`src/rtl/if_stage_pkg.sv`:
```
// if_stage_pkg: constants, state encoding and record types shared by the
// instruction-fetch stage and its skid buffer.
package if_stage_pkg;

  // All-zero word is the NOP (sll $0,$0,0) injected as a pipeline bubble
  localparam logic [31:0] NOP_INSTR        = 32'h0000_0000;
  localparam logic [31:0] RESET_PC_DEFAULT = 32'h0000_0000;

  // S_FETCH: request at pc; S_HOLD: word parked in skid, no request;
  // S_DROP: request in flight for a stale address, its data is thrown away
  typedef enum logic [1:0] {
    S_FETCH = 2'd0,
    S_HOLD  = 2'd1,
    S_DROP  = 2'd2
  } if_state_e;

  // One fetched word together with the PC+4 of its address
  typedef struct packed {
    logic [31:0] instr;
    logic [31:0] pc4;
  } fetch_word_t;

  // IF/ID pipeline register contents
  typedef struct packed {
    logic        valid;
    logic [31:0] instr;
    logic [31:0] pc4;
  } ifid_t;

  localparam ifid_t IFID_BUBBLE = '{valid: 1'b0, instr: NOP_INSTR, pc4: 32'h0};

  // Sequential PC advance; wraps modulo 2^32
  function automatic logic [31:0] pc_next(input logic [31:0] pc);
    return pc + 32'd4;
  endfunction

endpackage

```
`src/rtl/if_stage_skid.sv`:
```
// if_skid_buffer: one-entry {instr, pc4} holding register. Catches a word
// that memory returned while ID was stalled so the fetch is never lost.
module if_skid_buffer
  import if_stage_pkg::*;
(
  input  logic        clk,
  input  logic        rst,
  input  logic        load,
  input  logic        clear,
  input  fetch_word_t din,
  output fetch_word_t dout,
  output logic        valid
);

  // Clear wins over load: a kill in the same cycle discards the word
  always_ff @(posedge clk) begin
    if (rst) begin
      valid <= 1'b0;
      dout  <= '0;
    end else if (clear) begin
      valid <= 1'b0;
    end else if (load) begin
      valid <= 1'b1;
      dout  <= din;
    end
  end

endmodule

```
`src/rtl/if_stage.sv`:
```
// if_stage: MIPS instruction-fetch stage. Owns the PC, runs the imem
// req/ack handshake, and drives the IF/ID register. Handles stall, flush
// and jr redirect. Optional macro IF_PERF_CNT_EN adds perf_fetched and
// perf_stall event counters.
module if_stage
  import if_stage_pkg::*;
#(
  parameter logic [31:0] RESET_PC = RESET_PC_DEFAULT
) (
  input  logic        clk,
  input  logic        rst,
  output logic        imem_req,
  output logic [31:0] imem_addr,
  input  logic        imem_ack,
  input  logic [31:0] imem_rdata,
  input  logic        stall,
  input  logic        flush,
  input  logic        pc_jump,
  input  logic [31:0] jump_target,
  output logic [31:0] ifid_instr,
  output logic [31:0] ifid_pc4,
  output logic        ifid_valid,
  output logic [5:0]  ifid_opcode,
  output logic [5:0]  ifid_func
`ifdef IF_PERF_CNT_EN
  ,
  output logic [31:0] perf_fetched,
  output logic [31:0] perf_stall
`endif
);

  if_state_e   state, state_nxt;
  logic [31:0] pc, pc_nxt, pc_inc;
  logic [31:0] drop_addr, drop_addr_nxt;
  logic [31:0] redirect_pc;
  logic        redirect, kill;
  ifid_t       ifid_q, ifid_din;
  logic        ifid_we;
  fetch_word_t skid_din, skid_dout;
  logic        skid_vld, skid_load, skid_clear;

  assign pc_inc      = pc_next(pc);
  // jr is only honoured when ID is actually moving
  assign redirect    = pc_jump && !stall;
  assign kill        = flush || redirect;
  assign redirect_pc = jump_target & ~32'h3;

  assign skid_din.instr = imem_rdata;
  assign skid_din.pc4   = pc_inc;

  // Request side depends on registered state only, never on ack/stall
  assign imem_req  = (state != S_HOLD);
  assign imem_addr = (state == S_DROP) ? drop_addr : pc;

  assign ifid_instr  = ifid_q.instr;
  assign ifid_pc4    = ifid_q.pc4;
  assign ifid_valid  = ifid_q.valid;
  assign ifid_opcode = ifid_q.instr[31:26];
  assign ifid_func   = ifid_q.instr[5:0];

  if_skid_buffer u_skid (
    .clk   (clk),
    .rst   (rst),
    .load  (skid_load),
    .clear (skid_clear),
    .din   (skid_din),
    .dout  (skid_dout),
    .valid (skid_vld)
  );

  // Next-state, PC update and IF/ID load decisions; flush > jr > stall
  always_comb begin
    state_nxt     = state;
    pc_nxt        = pc;
    drop_addr_nxt = drop_addr;
    ifid_din      = ifid_q;
    ifid_we       = 1'b0;
    skid_load     = 1'b0;
    skid_clear    = 1'b0;
    case (state)
      S_FETCH: begin
        if (kill) begin
          ifid_din   = IFID_BUBBLE;
          ifid_we    = 1'b1;
          skid_clear = 1'b1;
          // flush refetches the same pc; jr moves to the target
          if (!flush) pc_nxt = redirect_pc;
          // Handshake still open: keep the old address until it completes
          if (!imem_ack) begin
            state_nxt     = S_DROP;
            drop_addr_nxt = pc;
          end
        end else if (imem_ack) begin
          pc_nxt = pc_inc;
          if (stall) begin
            skid_load = 1'b1;
            state_nxt = S_HOLD;
          end else begin
            ifid_din = '{valid: 1'b1, instr: imem_rdata, pc4: pc_inc};
            ifid_we  = 1'b1;
          end
        end else if (!stall) begin
          ifid_din = IFID_BUBBLE;
          ifid_we  = 1'b1;
        end
      end
      S_HOLD: begin
        if (kill) begin
          ifid_din   = IFID_BUBBLE;
          ifid_we    = 1'b1;
          skid_clear = 1'b1;
          state_nxt  = S_FETCH;
          if (!flush) pc_nxt = redirect_pc;
        end else if (!stall) begin
          ifid_din   = '{valid: skid_vld, instr: skid_dout.instr, pc4: skid_dout.pc4};
          ifid_we    = 1'b1;
          skid_clear = 1'b1;
          state_nxt  = S_FETCH;
        end
      end
      S_DROP: begin
        if (kill) begin
          ifid_din   = IFID_BUBBLE;
          ifid_we    = 1'b1;
          skid_clear = 1'b1;
          if (!flush) pc_nxt = redirect_pc;
        end else if (!stall) begin
          ifid_din = IFID_BUBBLE;
          ifid_we  = 1'b1;
        end
        // Stale word arrives: discard it and start fetching at pc
        if (imem_ack) state_nxt = S_FETCH;
      end
      default: begin
        state_nxt = S_FETCH;
      end
    endcase
  end

  // State, PC and stale-address registers
  always_ff @(posedge clk) begin
    if (rst) begin
      state     <= S_FETCH;
      pc        <= RESET_PC;
      drop_addr <= RESET_PC;
    end else begin
      state     <= state_nxt;
      pc        <= pc_nxt;
      drop_addr <= drop_addr_nxt;
    end
  end

  // IF/ID pipeline register
  always_ff @(posedge clk) begin
    if (rst)          ifid_q <= IFID_BUBBLE;
    else if (ifid_we) ifid_q <= ifid_din;
  end

`ifdef IF_PERF_CNT_EN
  // Count valid IF/ID loads and stalled cycles; both wrap at 2^32
  always_ff @(posedge clk) begin
    if (rst) begin
      perf_fetched <= '0;
      perf_stall   <= '0;
    end else begin
      if (ifid_we && ifid_din.valid) perf_fetched <= perf_fetched + 32'd1;
      if (stall)                     perf_stall   <= perf_stall + 32'd1;
    end
  end
`endif

endmodule

```
`config.mk`:
```
export PLATFORM = sky130hd
export DESIGN_NAME = if_stage
export DESIGN_NICKNAME = d
export VERILOG_FILES = /design/src/rtl/if_stage_pkg.sv /design/src/rtl/if_stage_skid.sv /design/src/rtl/if_stage.sv
export SDC_FILE = /design/constraint.sdc
export NUM_CORES = 1
export LEC_CHECK = 0
export ABC_AREA = 1
export BUFFER_PORTS_ARGS = -buffer_cell sky130_fd_sc_hd__buf_2
export CORE_AREA = 5 5 179 181
export CTS_BUF_LIST = sky130_fd_sc_hd__clkbuf_4 sky130_fd_sc_hd__clkbuf_8 sky130_fd_sc_hd__clkbuf_16
export CTS_CLUSTER_SIZE = 40
export DETAILED_ROUTE_END_ITERATION = 8
export DIE_AREA = 0 0 184 186
export PLACE_DENSITY_LB_ADDON = 0.25
export SLEW_MARGIN = 10
export SYNTH_ARGS = -nofsm -noshare
export SYNTH_HDL_FRONTEND = slang
export SYNTH_SLANG_ARGS = --single-unit
```
`constraint.sdc`:
```
create_clock -name clk -period 3.45 [get_ports clk]
set_clock_uncertainty 0.2 [all_clocks]
set_input_delay 0.1725 -clock clk [delete_from_list [all_inputs] [get_ports clk]]
set_output_delay 0.1725 -clock clk [all_outputs]
set_load 0.01 [all_outputs]
```
==> results.cfg <==
[floorplanning]
boundaryPins = 180
dieArea_um2 = 34200
core_area_um2 = 30300
start_util_pct = 34.4
die_w_um = 184
dieHeight_um = 186
core.rowCount = 64

[synth]
ys_seq_elements = 196
synth.top_cells.by_count = nand2_1, a21oi_1, dfxtp_1
synth_area_leaders = dfxtp_1, nand2_1, a21oi_1
syn-num-nets = 1671
synth_edf_count = 0
post-synth-top-count-cell = nand2_1
synth_top_area_share_pct = 37.7
ys.flop_type = dfxtp_1
yosys_warnings = 0
synth_top_area_cell = dfxtp_1
ys_types = 41
avgSynthCellArea_um2 = 6.53
syn_area_um2 = 10400
synth_cells = 1596
ys_seq_area_share_pct = 37.7
postSynth.asyncResetShare_pct = 0

[setup_path]
r2r-end = pc[31]$_SDFFE_PP0P_
max_stage_delay_ns = 0.60
path_common_cell = inv_1
critPathMaxFanout = 23
critPathKind = flip-flop to output port
cp_top_family = buffers and inverters
cp.arrival_ns = 2.30
crit_buf_inv = 3
cp-start-kind = flip-flop
cp.required_ns = 3.08
reg2regPathDepth = 8
cp-endpoint = imem_addr[6]
startpoint = state[0]$_SDFFE_PP0P_
ff2ff_setup_slack_ns = 0.94
slowest_stage = inv_1
endpoint_kind = output port
cp_num_cells = 5
crit_chain = inv_1, ha_2, inv_1, o21ai_0, buf_2
timing.rr.start = state[0]$_SDFFE_PP0P_

[detailed_routing]
wl_per_cell_um = 16.7
drt_wl_total_um = 36100
ant_nets = 0
first_iter_violations = 884
avgViaCountPerCell = 5.10
via_count = 11000
firstDrtPassIters = 6
drc = 0

[timing]
timing.final.setup_violations = 0
worst-slew-pin-transition_ns = 0.997
max_slew_margin_pct = 33.6
worst_slack_ns = 0.779
slew_violations = 0
setup_tns_ns = 0
fmax_mhz = 374
min_period_ns = 2.67
hold_violations = 0
hold_ws_ns = 0.0366
min_period_over_period_pct = 77.4
rsz0062_at_grt = no

[clocking]
clkTransAtPathRegs_ns = 0.07
cts.sinks = 196
cts_tree = yes
cts_buffers = 17
cts-root-buf = clkbuf_16
cts_resized = 0
cts_hold_buffers = 62
h-tree-depth = 4
cts_buffer_depth = 2
clkLatencyLatePin_ns = 0.45
cts_setup_buffers = 0

[placed_design]
gp_congestion = 0.897
placed_cells = 2065
pre_cts_ws_ns = 0.967
placement.io_buffers = 177
hpwl_um = 23100

[global_route]
grt_util_met1_pct = 28.9
met3_usage_pct = 2.99
top_usage_layer = met2
grt_remaining_overflow = 0
grt_start_max_net_pins = 84
grt_pass1_wl_um = 56400
antenna_found_initial = 0
grt_pass1_vias = 10200
track_usage_pct = 20.6
grtUsageMet2_pct = 32.8

[power_and_ir_drop]
swShare_pct = 41.8
ir_worst_vdd_uv = 356
p_per_area_nw_per_um2 = 609
p_seq_share_pct = 37.7
p_int_uw = 4440
totalPowerFinal_uw = 7630
p_switching_uw = 3190
power.share.combinational_pct = 34.6
power_frac_clock_pct = 27.7
p_leak_uw = 0.00529

[layout]
final_layout_size_suffix_gt1_share_pct = 15.1
n_antenna_cell = 0
syn2layout_area_growth_pct = 20.3
final_cell_count_no_fill = 2159
fin_nets = 1825

[job]
cap_violations = 0

[hold_path]
hp-class = primary input to flip-flop

[status]
status = finished, final reports clean
[logic make-up (layout without fill, tap and decap cells)]
family	count (synthesis)	after routing	synth area share, %
xor+xnor	6	6	0.504
fa+ha+maj	5	5	0.600
compound gates	471	471	23.3
simple gates	622	622	25.2
buf+inv	296	463	12.8
flops	196	196	37.7
[state kept, by name, summed over array words and instances, names as in the netlist]
register,count
drop_addr,32
ifid_instr,32
ifid_pc4,32
ifid_valid,1
pc,32
state,2
u_skid.dout,64
u_skid.valid,1
[power groups by stage]
stage,logic (uW),registers (uW),clock network (uW)
floorplan,1780,2840,0
global placement,2560,2920,0
detailed placement,2580,2920,0
CTS,2640,2870,2160
global route,2930,2920,2260
finish,2640,2880,2110
[worst min-delay path, stage by stage]
cell	delay, ns
buf_2	0.20
o21ai_0	0.19
a21oi_1	0.06
[metrics by stage]
step | cell area [um^2] | utilization, %
finish | 12500 | 41.4
global route | 12500 | 41.4
CTS | 12500 | 41.4
detailed placement | 11300 | 37.4
global placement | 11300 | 37.4
floorplan | 10400 | -
[metal layers]
metal	vias up	wire length, um
li1	5494	-
met1	5077	16400
met2	396	16400
met3	51	2440
met4	0	849
met5	-	0
[cell type report]
cell class | instances | area [um^2]
fill | 3226 | 17700
multi-input combinational | 1104 | 5170
sequential | 196 | 3920
timing repair buffer | 259 | 1680
inverter | 172 | 662
tap | 396 | 495
clock buffer | 18 | 439
clock inverter | 14 | 164
[cells in the final DEF, fill, tap and decap left out, types with 4 or more instances in the layout]
master         netlist  routed
clkbuf_16            0      17
a21oi_1            196     196
nor2_1             152     152
o21ai_0            172     172
inv_1              159     158
o211ai_1             6       6
buf_2               25     177
buf_4               27      18
nand4_1             30      30
nor2_2               5       5
xor2_1               5       5
nand3_1             69      69
nand2_2              4       4
nand2_1            348     348
o22ai_1             13      13
dlygate4sd3_1        0      62
o21ai_1             76      76
dfxtp_1            196     196
inv_2               10      10
inv_6                0       4
[worst min-delay path by stage]
stage	startpoint	endpoint	slack, ns	depth (start not counted)
global placement	drop_addr[6]$_SDFFE_PP0P_	drop_addr[6]$_SDFFE_PP0P_	0.24	2
global route	flush	pc[1]$_SDFFE_PP0P_	0.05	3
detailed placement	drop_addr[6]$_SDFFE_PP0P_	drop_addr[6]$_SDFFE_PP0P_	0.24	2
CTS	flush	pc[3]$_SDFFE_PP0P_	0.02	3
floorplan	imem_rdata[11]	u_skid.dout[43]$_SDFFE_PP0P_	0.14	2
finish	flush	pc[3]$_SDFFE_PP0P_	0.04	3
Power figures use the tool's default switching activity.
